--- src/rtl/ysyx_25040111_rd_arb_if.sv ---
// Requester-side (icache/LSU) and memory-side AXI read signals of the read arbiter.
// slave = arbiter view, master = environment (requesters + memory) view.
interface ysyx_25040111_rd_arb_if;
  logic        ic_arvalid, ic_arready;
  logic [31:0] ic_araddr;
  logic [7:0]  ic_arlen;
  logic        ic_rvalid, ic_rlast;
  logic [31:0] ic_rdata;
  logic        ls_arvalid, ls_arready;
  logic [31:0] ls_araddr;
  logic [2:0]  ls_arsize;
  logic        ls_rvalid;
  logic [31:0] ls_rdata;
  logic        rd_err, rd_err_own;
  logic        m_arvalid, m_arready;
  logic [31:0] m_araddr;
  logic [3:0]  m_arid;
  logic [7:0]  m_arlen;
  logic [2:0]  m_arsize;
  logic [1:0]  m_arburst;
  logic        m_rvalid, m_rready, m_rlast;
  logic [31:0] m_rdata;
  logic [1:0]  m_rresp;

  modport slave (
    input  ic_arvalid, ic_araddr, ic_arlen, ls_arvalid, ls_araddr, ls_arsize,
           m_arready, m_rvalid, m_rdata, m_rresp, m_rlast,
    output ic_arready, ic_rvalid, ic_rdata, ic_rlast, ls_arready, ls_rvalid, ls_rdata,
           rd_err, rd_err_own, m_arvalid, m_araddr, m_arid, m_arlen, m_arsize,
           m_arburst, m_rready
  );

  modport master (
    output ic_arvalid, ic_araddr, ic_arlen, ls_arvalid, ls_araddr, ls_arsize,
           m_arready, m_rvalid, m_rdata, m_rresp, m_rlast,
    input  ic_arready, ic_rvalid, ic_rdata, ic_rlast, ls_arready, ls_rvalid, ls_rdata,
           rd_err, rd_err_own, m_arvalid, m_araddr, m_arid, m_arlen, m_arsize,
           m_arburst, m_rready
  );
endinterface

--- src/rtl/ysyx_25040111_rd_arb.sv ---
// Round-robin read arbiter: icache bursts and LSU single loads share one AXI4 read
// port, one transaction in flight, R beats routed back to the owner with error flagging.
module ysyx_25040111_rd_arb #(
  parameter logic [3:0] IC_ID = 4'd0,
  parameter logic [3:0] LS_ID = 4'd1
) (
  input  logic clock,
  input  logic reset,
  ysyx_25040111_rd_arb_if.slave bus
);
  typedef enum logic [1:0] {IDLE, ADDR, DATA} state_e;

  state_e      state_q, state_d;
  logic        last_gnt_q, last_gnt_d;   // 1: LSU owned the last grant
  logic        own_q, own_d;             // 0 icache, 1 LSU
  logic [31:0] addr_q, addr_d;
  logic [7:0]  len_q, len_d;
  logic [2:0]  size_q, size_d;
  logic [3:0]  id_q, id_d;
  logic [7:0]  cnt_q, cnt_d;
  logic        err_own_q, err_own_d;
  logic        ic_arready_q, ic_arready_d;
  logic        ls_arready_q, ls_arready_d;

  logic beat, at_len, err, pick_ls;

  assign beat   = (state_q == DATA) && bus.m_rvalid;
  assign at_len = (cnt_q == len_q);
  assign err    = beat && ((bus.m_rresp != 2'b00) || (bus.m_rlast != at_len));

  always_comb begin
    state_d      = state_q;
    last_gnt_d   = last_gnt_q;
    own_d        = own_q;
    addr_d       = addr_q;
    len_d        = len_q;
    size_d       = size_q;
    id_d         = id_q;
    cnt_d        = cnt_q;
    err_own_d    = err_own_q;
    ic_arready_d = 1'b0;
    ls_arready_d = 1'b0;
    pick_ls      = 1'b0;
    case (state_q)
      IDLE: if (bus.ic_arvalid || bus.ls_arvalid) begin
        // On a tie the side that did not win last time gets the port.
        pick_ls    = bus.ls_arvalid && (!bus.ic_arvalid || !last_gnt_q);
        own_d      = pick_ls;
        last_gnt_d = pick_ls;
        state_d    = ADDR;
        if (pick_ls) begin
          addr_d       = bus.ls_araddr;
          len_d        = 8'd0;
          size_d       = bus.ls_arsize;
          id_d         = LS_ID;
          ls_arready_d = 1'b1;
        end else begin
          addr_d       = bus.ic_araddr;
          len_d        = bus.ic_arlen;
          size_d       = 3'b010;
          id_d         = IC_ID;
          ic_arready_d = 1'b1;
        end
      end
      ADDR: if (bus.m_arready) begin
        state_d = DATA;
        cnt_d   = 8'd0;
      end
      DATA: if (beat) begin
        if (cnt_q != 8'hff) cnt_d = cnt_q + 8'd1;
        // Only RLAST closes the transaction, even on a length mismatch.
        if (bus.m_rlast) state_d = IDLE;
      end
      default: state_d = IDLE;
    endcase
    if (err) err_own_d = own_q;
  end

  always_ff @(posedge clock or posedge reset) begin
    if (reset) begin
      state_q      <= IDLE;
      last_gnt_q   <= 1'b1;
      own_q        <= 1'b0;
      addr_q       <= '0;
      len_q        <= '0;
      size_q       <= '0;
      id_q         <= '0;
      cnt_q        <= '0;
      err_own_q    <= 1'b0;
      ic_arready_q <= 1'b0;
      ls_arready_q <= 1'b0;
    end else begin
      state_q      <= state_d;
      last_gnt_q   <= last_gnt_d;
      own_q        <= own_d;
      addr_q       <= addr_d;
      len_q        <= len_d;
      size_q       <= size_d;
      id_q         <= id_d;
      cnt_q        <= cnt_d;
      err_own_q    <= err_own_d;
      ic_arready_q <= ic_arready_d;
      ls_arready_q <= ls_arready_d;
    end
  end

  assign bus.ic_arready = ic_arready_q;
  assign bus.ls_arready = ls_arready_q;

  assign bus.m_arvalid  = (state_q == ADDR);
  assign bus.m_araddr   = addr_q;
  assign bus.m_arid     = id_q;
  assign bus.m_arlen    = len_q;
  assign bus.m_arsize   = size_q;
  assign bus.m_arburst  = (state_q == ADDR) ? 2'b01 : 2'b00;
  assign bus.m_rready   = (state_q == DATA);

  assign bus.ic_rvalid  = beat && !own_q;
  assign bus.ic_rdata   = bus.ic_rvalid ? bus.m_rdata : 32'd0;
  assign bus.ic_rlast   = bus.ic_rvalid && at_len;
  assign bus.ls_rvalid  = beat && own_q;
  assign bus.ls_rdata   = bus.ls_rvalid ? bus.m_rdata : 32'd0;

  assign bus.rd_err     = err;
  assign bus.rd_err_own = err ? own_q : err_own_q;
endmodule

--- src/flat_wrapper.sv ---
// flat-port wrapper written by rule: the top's interface ports become plain ports
module ysyx_25040111_rd_arb_flat 
#(
  parameter logic [3:0] IC_ID = 4'd0,
  parameter logic [3:0] LS_ID = 4'd1
)
  (clock, reset, bus_ic_arvalid, bus_ic_araddr, bus_ic_arlen, bus_ls_arvalid, bus_ls_araddr, bus_ls_arsize, bus_m_arready, bus_m_rvalid, bus_m_rdata, bus_m_rresp, bus_m_rlast, bus_ic_arready, bus_ic_rvalid, bus_ic_rdata, bus_ic_rlast, bus_ls_arready, bus_ls_rvalid, bus_ls_rdata, bus_rd_err, bus_rd_err_own, bus_m_arvalid, bus_m_araddr, bus_m_arid, bus_m_arlen, bus_m_arsize, bus_m_arburst, bus_m_rready);
  ysyx_25040111_rd_arb_if bus_i ();
  input  logic clock;
  input  logic reset;
  input wire logic [$bits(bus_i.ic_arvalid)-1:0] bus_ic_arvalid;
  input wire logic [$bits(bus_i.ic_araddr)-1:0] bus_ic_araddr;
  input wire logic [$bits(bus_i.ic_arlen)-1:0] bus_ic_arlen;
  input wire logic [$bits(bus_i.ls_arvalid)-1:0] bus_ls_arvalid;
  input wire logic [$bits(bus_i.ls_araddr)-1:0] bus_ls_araddr;
  input wire logic [$bits(bus_i.ls_arsize)-1:0] bus_ls_arsize;
  input wire logic [$bits(bus_i.m_arready)-1:0] bus_m_arready;
  input wire logic [$bits(bus_i.m_rvalid)-1:0] bus_m_rvalid;
  input wire logic [$bits(bus_i.m_rdata)-1:0] bus_m_rdata;
  input wire logic [$bits(bus_i.m_rresp)-1:0] bus_m_rresp;
  input wire logic [$bits(bus_i.m_rlast)-1:0] bus_m_rlast;
  output wire logic [$bits(bus_i.ic_arready)-1:0] bus_ic_arready;
  output wire logic [$bits(bus_i.ic_rvalid)-1:0] bus_ic_rvalid;
  output wire logic [$bits(bus_i.ic_rdata)-1:0] bus_ic_rdata;
  output wire logic [$bits(bus_i.ic_rlast)-1:0] bus_ic_rlast;
  output wire logic [$bits(bus_i.ls_arready)-1:0] bus_ls_arready;
  output wire logic [$bits(bus_i.ls_rvalid)-1:0] bus_ls_rvalid;
  output wire logic [$bits(bus_i.ls_rdata)-1:0] bus_ls_rdata;
  output wire logic [$bits(bus_i.rd_err)-1:0] bus_rd_err;
  output wire logic [$bits(bus_i.rd_err_own)-1:0] bus_rd_err_own;
  output wire logic [$bits(bus_i.m_arvalid)-1:0] bus_m_arvalid;
  output wire logic [$bits(bus_i.m_araddr)-1:0] bus_m_araddr;
  output wire logic [$bits(bus_i.m_arid)-1:0] bus_m_arid;
  output wire logic [$bits(bus_i.m_arlen)-1:0] bus_m_arlen;
  output wire logic [$bits(bus_i.m_arsize)-1:0] bus_m_arsize;
  output wire logic [$bits(bus_i.m_arburst)-1:0] bus_m_arburst;
  output wire logic [$bits(bus_i.m_rready)-1:0] bus_m_rready;
  assign bus_i.ic_arvalid = bus_ic_arvalid;
  assign bus_i.ic_araddr = bus_ic_araddr;
  assign bus_i.ic_arlen = bus_ic_arlen;
  assign bus_i.ls_arvalid = bus_ls_arvalid;
  assign bus_i.ls_araddr = bus_ls_araddr;
  assign bus_i.ls_arsize = bus_ls_arsize;
  assign bus_i.m_arready = bus_m_arready;
  assign bus_i.m_rvalid = bus_m_rvalid;
  assign bus_i.m_rdata = bus_m_rdata;
  assign bus_i.m_rresp = bus_m_rresp;
  assign bus_i.m_rlast = bus_m_rlast;
  assign bus_ic_arready = bus_i.ic_arready;
  assign bus_ic_rvalid = bus_i.ic_rvalid;
  assign bus_ic_rdata = bus_i.ic_rdata;
  assign bus_ic_rlast = bus_i.ic_rlast;
  assign bus_ls_arready = bus_i.ls_arready;
  assign bus_ls_rvalid = bus_i.ls_rvalid;
  assign bus_ls_rdata = bus_i.ls_rdata;
  assign bus_rd_err = bus_i.rd_err;
  assign bus_rd_err_own = bus_i.rd_err_own;
  assign bus_m_arvalid = bus_i.m_arvalid;
  assign bus_m_araddr = bus_i.m_araddr;
  assign bus_m_arid = bus_i.m_arid;
  assign bus_m_arlen = bus_i.m_arlen;
  assign bus_m_arsize = bus_i.m_arsize;
  assign bus_m_arburst = bus_i.m_arburst;
  assign bus_m_rready = bus_i.m_rready;
  ysyx_25040111_rd_arb #(.IC_ID(IC_ID), .LS_ID(LS_ID)) u_core (.clock(clock), .reset(reset), .bus(bus_i));
endmodule
--- config.mk ---
export PLATFORM = sky130hd
export DESIGN_NAME = ysyx_25040111_rd_arb_flat
export DESIGN_NICKNAME = d
export VERILOG_FILES = /design/src/rtl/ysyx_25040111_rd_arb_if.sv /design/src/rtl/ysyx_25040111_rd_arb.sv /design/src/flat_wrapper.sv
export SDC_FILE = /design/constraint.sdc
export NUM_CORES = 1
export LEC_CHECK = 0
export BUFFER_PORTS_ARGS = -buffer_cell sky130_fd_sc_hd__buf_2
export CAP_MARGIN = 0
export CORE_MARGIN = 2
export CORE_UTILIZATION = 32
export DETAILED_ROUTE_END_ITERATION = 7
export PLACE_DENSITY = 0.68
export SLEW_MARGIN = 20
export SYNTH_ARGS = -nofsm -noshare
export SYNTH_HDL_FRONTEND = slang
export SYNTH_SLANG_ARGS = --single-unit
--- constraint.sdc ---
create_clock -name clock -period 3.8 [get_ports clock]
set_input_delay 0.95 -clock clock [delete_from_list [all_inputs] [get_ports clock]]
set_output_delay 0.95 -clock clock [all_outputs]
set_load 0.05 [all_outputs]
### Word level (Yosys, flattened, before mapping)

Index checks and enable logic that the tools add are counted.

* register bits after elaboration: 62
* output and inout bits: 122

* eq/ne operators: 10
* reduce and logical (&&, ||, !) cells: 18
* mux-type cells: 23
* add/sub/neg operators: 1

Operators by type and width (number)
* $mux 32: 3
* $mux 8: 4
* $pmux 8 s2: 1
* $mux 1: 9
* $add 8x1->8 const B: 1
* $eq 8x8->1: 1
* $mux 2: 4
* $ne 8x8->1 const B: 1
* $reduce_and 4->1: 2
* $logic_and 1x1->1: 6
* $ne 2x1->1 const B: 3
* $pmux 2 s3: 1
* $ne 2x2->1 const B: 2
* $reduce_bool 2->1: 2
* $logic_not 1->1: 3
* $logic_or 1x1->1: 3
* $mux 3: 1
* $eq 2x1->1 const B: 1
* $eq 2x2->1 const B: 1
* $logic_not 2->1: 1
* $reduce_and 2->1: 1
* $ne 1x1->1: 1

### Depth between registers and ports, before layout

Gate-level depths: netlist of the first run.

* word-level depth: 6
* depth in mapped cells: 6
* mapped depth without buffers: 6

### Least setup slack after synthesis of the first run

Ideal clock, no wire load.

* kind: input to output
* start: input port bus_m_rvalid
* end: output port bus_ls_rdata[22]
* buffers on the path: 1
* setup slack: 0.589 ns
* stages on the path: 3
* arrival: 2.261 ns
* path through: and3_1 clkbuf_1 and2_1

* longest elaborated chain between the ends: 3

RTL lines
* start: declaration: line flat_wrapper.sv:18 `input wire logic [$bits(bus_i.m_rvalid)-1:0] bus_m_rvalid;`
* $logic_and 1x1->1: line ysyx_25040111_rd_arb.sv:27 `assign beat = (state_q == DATA) && bus.m_rvalid;`
* $logic_and 1x1->1: line ysyx_25040111_rd_arb.sv:121 `assign bus.ls_rvalid = beat && own_q;`
* named net bus_ls_rvalid: line flat_wrapper.sv:27 `output wire logic [$bits(bus_i.ls_rvalid)-1:0] bus_ls_rvalid;`
* $mux 32: line ysyx_25040111_rd_arb.sv:122 `assign bus.ls_rdata = bus.ls_rvalid ? bus.m_rdata : 32'd0;`
* end: declaration: line flat_wrapper.sv:28 `output wire logic [$bits(bus_i.ls_rdata)-1:0] bus_ls_rdata;`

The timed path passes the listed nets, and every way through them passes these cells.

### Final worst setup path of the first run

* start: register u_core.cnt_q[3]
* end: output port bus_rd_err_own

* longest elaborated chain between the ends: 5

RTL lines
* start: declaration: line ysyx_25040111_rd_arb.sv:20 `logic [7:0] cnt_q, cnt_d;`
* start signal: assignment: line ysyx_25040111_rd_arb.sv:100 `cnt_q <= cnt_d;`
* $eq 8x8->1: line ysyx_25040111_rd_arb.sv:28 `assign at_len = (cnt_q == len_q);`
* $ne 1x1->1: line ysyx_25040111_rd_arb.sv:29 `assign err = beat && ((bus.m_rresp != 2'b00) || (bus.m_rlast != at_len));`
* $logic_or 1x1->1: line ysyx_25040111_rd_arb.sv:29
* $logic_and 1x1->1: line ysyx_25040111_rd_arb.sv:29
* $mux 1
* end: declaration: line flat_wrapper.sv:30 `output wire logic [$bits(bus_i.rd_err_own)-1:0] bus_rd_err_own;`

No other way between the ends.

==> results of run 1 <==
## sequential cells by signal, indices dropped and copies added (netlist names)
register,cells
u_core.cnt_q,8
u_core.last_gnt_q,1
u_core.bus.m_arlen,8
u_core.bus.m_arsize,3
u_core.err_own_q,1
u_core.bus.ic_arready,1
u_core.bus.m_arid,1
u_core.bus.ls_arready,1
u_core.bus.m_araddr,32
u_core.state_q,2
## cell usage in the layout (no fill, tap or decap), drive strengths merged
master / instances
buf: 240
nand3: 5
a22oi: 1
and2: 68
nand2b: 2
a21oi: 1
a222oi: 32
clkinv: 2
mux2: 1
o31ai: 2
dfstp: 1
a211oi: 1
o21ai: 9
nand4: 1
a31oi: 2
nand3b: 1
xnor2: 2
a22o: 10
nand2: 11
ha: 1
inv: 38
o211ai: 2
dfrtp: 57
clkinvlp: 3
xor2: 8
a21bo: 1
nor4: 2
a21boi: 1
and3: 4
o2bb2ai: 1
conb: 4
clkbuf: 10
a21o: 2
nor2: 8
## worst reg2reg max path, cell delays in order (launching register included)
cell      delay, ps
dfrtp_1         470
xor2_2          190
nor4_4          390
nand3b_1        170
a31oi_4         220
mux2_4          330
## per-layer routing
layer | part of all wire, % | track usage (%) | up-vias
met4 | 1.6 | 8.00 | 0
met3 | 8.3 | 3.38 | 12
met2 | 54 | 36.0 | 176
met1 | 36 | 19.8 | 1429
li1 | - | - | 1499
met5 | 0 | 0 | -
## power by group through the flow
stage               clock [mW]  sequential (mW)  combinational, mW
floorplan                    0             1.87               1.07
global placement             0             1.08               2.40
detailed placement           0             1.08               2.45
CTS                      0.529             1.08               2.44
global route             0.555             1.11               2.57
finish                   0.508             1.08               2.41
## kinds of logic after synthesis
group / after synthesis / share of synthesized area, %
AND/OR/NAND/NOR: 102 / 20.4
AO/OA/AOI/OAI: 65 / 18.8
buffers and inverters: 63 / 8.86
flip-flops: 58 / 47.6
XOR/XNOR: 10 / 3.36
adder cells (fa/ha/maj): 1 / 0.410
other: 1 / 0.123
multiplexers: 1 / 0.492
## area by class of cell
cell class / count / area, µm²
Clock buffer: 10 / 138
Timing Repair Buffer: 240 / 1220
Sequential cell: 58 / 1450
Clock inverter: 6 / 41.3
Tap cell: 129 / 161
Inverter: 37 / 139
Multi-Input combinational cell: 183 / 1350
Fill cell: 922 / 4740
## worst max path at each step
stage	end	slack [ps]
2_1_floorplan	bus_ls_rdata[22]	590
3_3_place_gp	bus_ic_rlast	660
3_5_place_dp	bus_ic_rlast	590
4_1_cts	bus_rd_err_own	480
5_1_grt	bus_ic_rlast	370
6_report	bus_rd_err_own	530
## stage by stage
stage                     instances  power [mW]  util, %  hold slack (ps)  instance area (µm²)
final                           663        4.00     48.7              503                 4500
after detailed placement        647        3.53     46.8              485                 4320
after global placement          647        3.48     46.8              485                 4320
after floorplan                 304        2.94        -              494                 3060
after global routing            663        4.24     48.7              508                 4500
after CTS                       663        4.05     48.7              500                 4500
==> flow_metrics.env, run 1 <==
export IMPL_min_delay_path_depth=1
export IMPL_p_per_area_nw_per_um2=888
export IMPL_seq_area_frac_synth_pct=47.6
export IMPL_synth_edf_count=0
export IMPL_timing_rr_end="u_core.err_own_q$_DFF_PP0_"
export IMPL_synth_async_reset_ratio_pct=100
export IMPL_netlist_instances=301
export IMPL_clock_latency_ps=330
export IMPL_yosys_top_cells_area="dfrtp_1, and2_1, a222oi_1"
export IMPL_cts_htree_levels=3
export IMPL_critPathMaxFanout=6
export IMPL_avgSynthCellArea_um2=10.1
export IMPL_drtIter0Drc=131
export IMPL_switchingPower_mw=2.21
export IMPL_routedWlPerCell_um=15.3
export IMPL_relSlewSlack_pct=42.6
export IMPL_viasPerCell=4.70
export IMPL_rr_worst_depth=5
export IMPL_cts_sinks=58
export IMPL_arrival_ps=2320
export IMPL_fin_skew_ps=9.75
export IMPL_dp_hpwl_um=8200
export IMPL_hp_start="u_core.bus.m_arsize[0]$_DFFE_PP0P_"
export IMPL_swShare_pct=55.2
export IMPL_r2r_start="u_core.cnt_q[3]$_DFFE_PP0P_"
export IMPL_diodes=0
export IMPL_ys_warn_count=0
export IMPL_port_buffers=233
export IMPL_firstDrtPassIters=5
export IMPL_final_antenna_net_count=0
export IMPL_endpoint_kind="output pin"
export IMPL_ctsHoldBuffers=0
export IMPL_status="finished, final reports clean"
export IMPL_gp_congestion=0.773
export IMPL_postCtsSetupBuffers=0
export IMPL_fp_row_count=35
export IMPL_finalWirelength_um=10100
export IMPL_path_class="register to output pin"
export IMPL_drc_errors=0
export IMPL_finalSetupViolations=0
export IMPL_syn_area_um2=3050
export IMPL_grt_pass1_wl_um=14700
export IMPL_setup_ws_ps=532
export IMPL_synth_most_common_cell="and2_1"
export IMPL_fmax_mhz=306
export IMPL_ios=238
export IMPL_start_util_pct=33.0
export IMPL_cts_tree="done"
export IMPL_grt_pass1_vias=2915
export IMPL_path_buf_inv=1
export IMPL_p_leak_nw=2.66
export IMPL_intPower_mw=1.79
export IMPL_crit_start="u_core.cnt_q[3]$_DFFE_PP0P_"
export IMPL_ys_flop_type="dfrtp_1"
export IMPL_synth_common_cells="and2_1, dfrtp_1, inv_1"
export IMPL_fp_dieArea_um2=10300
export IMPL_die_x_um=102
export IMPL_maxSlewViolCount=0
export IMPL_synth_top_area_share_pct=46.8
export IMPL_core_area_um2=9240
export IMPL_pwr_share_clk_pct=12.7
export IMPL_tightest_slew_ps=860
export IMPL_grt_max_degree=42
export IMPL_crit_chain="xor2_2 -> nor4_4 -> nand3b_1 -> a31oi_4 -> mux2_4 -> buf_2"
export IMPL_layout_drive_gt1_share_pct=50.6
export IMPL_cpLargestDelayFamily="simple AND/OR/NAND/NOR gates"
export IMPL_yosysTopAreaCell="dfrtp_1"
export IMPL_rsz0062_at_grt="false"
export IMPL_max_stage_delay_ps=470
export IMPL_path_depth=6
export IMPL_r2r_slack_ps=1910
export IMPL_hold_end="u_core.bus.m_arsize[0]$_DFFE_PP0P_"
export IMPL_ys_ff_latch=58
export IMPL_finalSetupTns_ps=0
export IMPL_dp_slack_ps=588
export IMPL_die_h_um=102
export IMPL_cts_root_buf="clkbuf_8"
export IMPL_fin_crit_ps=3270
export IMPL_syn2layout_area_growth_pct=47.6
export IMPL_num_vias=3116
export IMPL_numCtsBuffers=9
export IMPL_max_clock_path_buffers=2
export IMPL_seq_power_share_pct=27.0
export IMPL_hold_class="register to register"
export IMPL_combinationalPowerShare_pct=60.3
export IMPL_yosys_cell_types_count=41
export IMPL_path_clk_slew_ps=80
export IMPL_grt_ovfl_total=0
export IMPL_nets=646
export IMPL_hold_viol_final=0
export IMPL_postCtsResizedCells=0
export IMPL_slowest_stage="dfrtp_1"
export IMPL_fin_crit_sh_pct=86.0
export IMPL_startpoint_type="register"
export IMPL_grt_use_total_pct=18.8
export IMPL_drv_cap=0
export IMPL_peakVddDrop_mv=0.718
export IMPL_required_ps=2850
export IMPL_antenna_found_initial=1
No activity file was read; power rests on OpenSTA's default activity.
==> inputs of run 2 (changes only) <==
--- a/config.mk
+++ b/config.mk
@@ -7,10 +7,11 @@
 export LEC_CHECK = 0
 export BUFFER_PORTS_ARGS = -buffer_cell sky130_fd_sc_hd__buf_2
 export CAP_MARGIN = 0
-export CORE_MARGIN = 2
-export CORE_UTILIZATION = 32
+export CORE_ASPECT_RATIO = 1.4
+export CORE_MARGIN = 5
+export CORE_UTILIZATION = 43
 export DETAILED_ROUTE_END_ITERATION = 7
-export PLACE_DENSITY = 0.68
+export PLACE_DENSITY = 0.87
 export SLEW_MARGIN = 20
 export SYNTH_ARGS = -nofsm -noshare
 export SYNTH_HDL_FRONTEND = slang
==> run 2 against run 1 <==
  * The flow now finishes with violations (DRC)
  * Register-to-register slack about the same
  * Sequential share of layout area barely moved
  * Clock skew is essentially flat
  * Wire length grew 4.3%
  * Clock-buffer cell count unchanged
  * Global-route usage is 5.1 points higher
  * Power rose by 4.0%
  * Cell area about the same
  * Die area is 14% lower
  * Worst setup slack better by 14 ps
  * Cell count decreased by 5.3%
  * Core utilization is 16 points higher
  * Critical path type unchanged
  * Largest cell class unchanged
  * Largest power group unchanged
==> flow_metrics.env, run 2 (synthesis gave the netlist of run 1 again) <==
export IMPL_status="finished, violations left"
export IMPL_violations="DRC"
export IMPL_final_common_cell="buf_2"
export IMPL_diodes=0
export IMPL_numCtsBuffers=9
export IMPL_rsz0062_at_grt="false"
export IMPL_finalSetupTns_ps=0
export IMPL_final_cell_mix="buf_2, and2_1, dfrtp_1"
export IMPL_drv_cap=0
export IMPL_endpoint_kind="output pin"
export IMPL_start_util_pct=44.0
export IMPL_postCtsResizedCells=0
export IMPL_grt_pass1_vias=3222
export IMPL_routedWlPerCell_um=16.8
export IMPL_ios=238
export IMPL_die_h_um=110
export IMPL_startpoint_type="register"
export IMPL_required_ps=2850
export IMPL_r2r_slack_ps=1920
export IMPL_swShare_pct=53.7
export IMPL_peakVddDrop_mv=0.781
export IMPL_intPower_mw=1.93
export IMPL_fmax_mhz=307
export IMPL_drc_errors=1
export IMPL_max_clock_path_buffers=2
export IMPL_drtIter0Drc=212
export IMPL_finalWirelength_um=10600
export IMPL_critPathMaxFanout=8
export IMPL_fin_crit_ps=3250
export IMPL_core_area_um2=6940
export IMPL_fin_util_pct=64.8
export IMPL_pwr_share_clk_pct=14.9
export IMPL_finalSetupViolations=0
export IMPL_p_per_area_nw_per_um2=925
export IMPL_grt_use_total_pct=23.8
export IMPL_crit_start="u_core.cnt_q[2]$_DFFE_PP0P_"
export IMPL_grt_ovfl_total=0
export IMPL_fin_skew_ps=9.93
export IMPL_cts_root_buf="clkbuf_8"
export IMPL_layout_drive_gt1_share_pct=50.7
export IMPL_firstDrtPassIters=8
export IMPL_r2r_start="u_core.cnt_q[2]$_DFFE_PP0P_"
export IMPL_critPathCapture="bus_rd_err_own"
export IMPL_num_vias=3255
export IMPL_fin_crit_sh_pct=85.6
export IMPL_hold_viol_final=0
export IMPL_die_x_um=81.2
export IMPL_switchingPower_mw=2.23
export IMPL_cts_sinks=58
export IMPL_seq_power_share_pct=26.2
export IMPL_largest_reg_flops=32
export IMPL_fp_row_count=36
export IMPL_final_antenna_net_count=0
export IMPL_relSlewSlack_pct=50.5
export IMPL_cts_tree="done"
export IMPL_antenna_found_initial=0
export IMPL_grt_pass1_wl_um=15800
export IMPL_tightest_slew_ps=742
export IMPL_hold_ws_ps=493
export IMPL_ctsHoldBuffers=0
export IMPL_grt_max_degree=38
export IMPL_combinationalPowerShare_pct=58.9
export IMPL_port_buffers=233
export IMPL_timing_rr_end="u_core.err_own_q$_DFF_PP0_"
export IMPL_dp_hpwl_um=8550
export IMPL_gp_congestion=0.924
export IMPL_clock_latency_ps=330
export IMPL_postCtsSetupBuffers=0
export IMPL_arrival_ps=2300
export IMPL_hold_class="register to register"
export IMPL_viasPerCell=5.18
export IMPL_fp_dieArea_um2=8900
export IMPL_nets=646
export IMPL_path_clk_slew_ps=70
export IMPL_cts_htree_levels=3
export IMPL_maxSlewViolCount=0
export IMPL_syn2layout_area_growth_pct=47.5
export IMPL_path_class="register to output pin"
export IMPL_rr_worst_depth=5
export IMPL_p_leak_nw=2.69
## run 2: changes by cell type in the layout (fill, tap and decap cells not counted), sizes merged
cell / change
clkinv: +1
clkinvlp: -3
inv: -1
bufinv: +2
## run 2: final cells by class
type                            count  area, µm²
Inverter                           37        139
Timing Repair Buffer              240       1220
Sequential cell                    58       1450
Fill cell                         584       2440
Clock buffer                       10        138
Multi-Input combinational cell    183       1350
Tap cell                           95        119
Clock inverter                      5       78.8
## run 2: worst min-delay path by stage
| stage | from | to | cells past startpoint |
|---|---|---|---|
| after floorplan | u_core.last_gnt_q$_DFFE_PP1P_ | u_core.last_gnt_q$_DFFE_PP1P_ | 1 |
| after global placement | u_core.bus.m_araddr[31]$_DFFE_PP0P_ | u_core.bus.m_araddr[31]$_DFFE_PP0P_ | 2 |
| after detailed placement | u_core.err_own_q$_DFF_PP0_ | u_core.err_own_q$_DFF_PP0_ | 1 |
| after CTS | u_core.err_own_q$_DFF_PP0_ | u_core.err_own_q$_DFF_PP0_ | 1 |
| after global routing | u_core.err_own_q$_DFF_PP0_ | u_core.err_own_q$_DFF_PP0_ | 1 |
| final | u_core.err_own_q$_DFF_PP0_ | u_core.err_own_q$_DFF_PP0_ | 1 |
## run 2: per-layer routing
metal | up-vias | wire length (µm) | global-route usage, %
li1 | 1506 | - | -
met1 | 1514 | 3380 | 24.9
met4 | 0 | 245 | 10.6
met2 | 220 | 5490 | 41.5
met5 | - | 0 | 0
met3 | 15 | 1440 | 9.59
## run 2: power by group through the flow
stage                     Combinational (mW)  Sequential, mW  Clock, mW
final                                   2.45            1.09      0.622
after global routing                    2.59            1.12      0.661
after CTS                               2.46            1.09      0.632
after detailed placement                2.47            1.09          0
after global placement                  2.41            1.09          0
after floorplan                         1.07            1.87          0
## run 2: worst max-delay path, stage by stage (launching register included)
cell and delay [ps]:
dfrtp_1 490, xor2_2 210, nor4_4 370, nand3b_1 170, a31oi_4 200, mux2_4 320, buf_2 220
## run 2: stage by stage
step | instance area, µm² | setup WS (ps) | power [mW] | cells
after floorplan | 3060 | 589 | 2.94 | 304
after global placement | 4280 | 815 | 3.49 | 613
after detailed placement | 4280 | 777 | 3.56 | 613
after CTS | 4500 | 522 | 4.19 | 628
after global routing | 4500 | 462 | 4.37 | 628
final | 4500 | 546 | 4.16 | 628
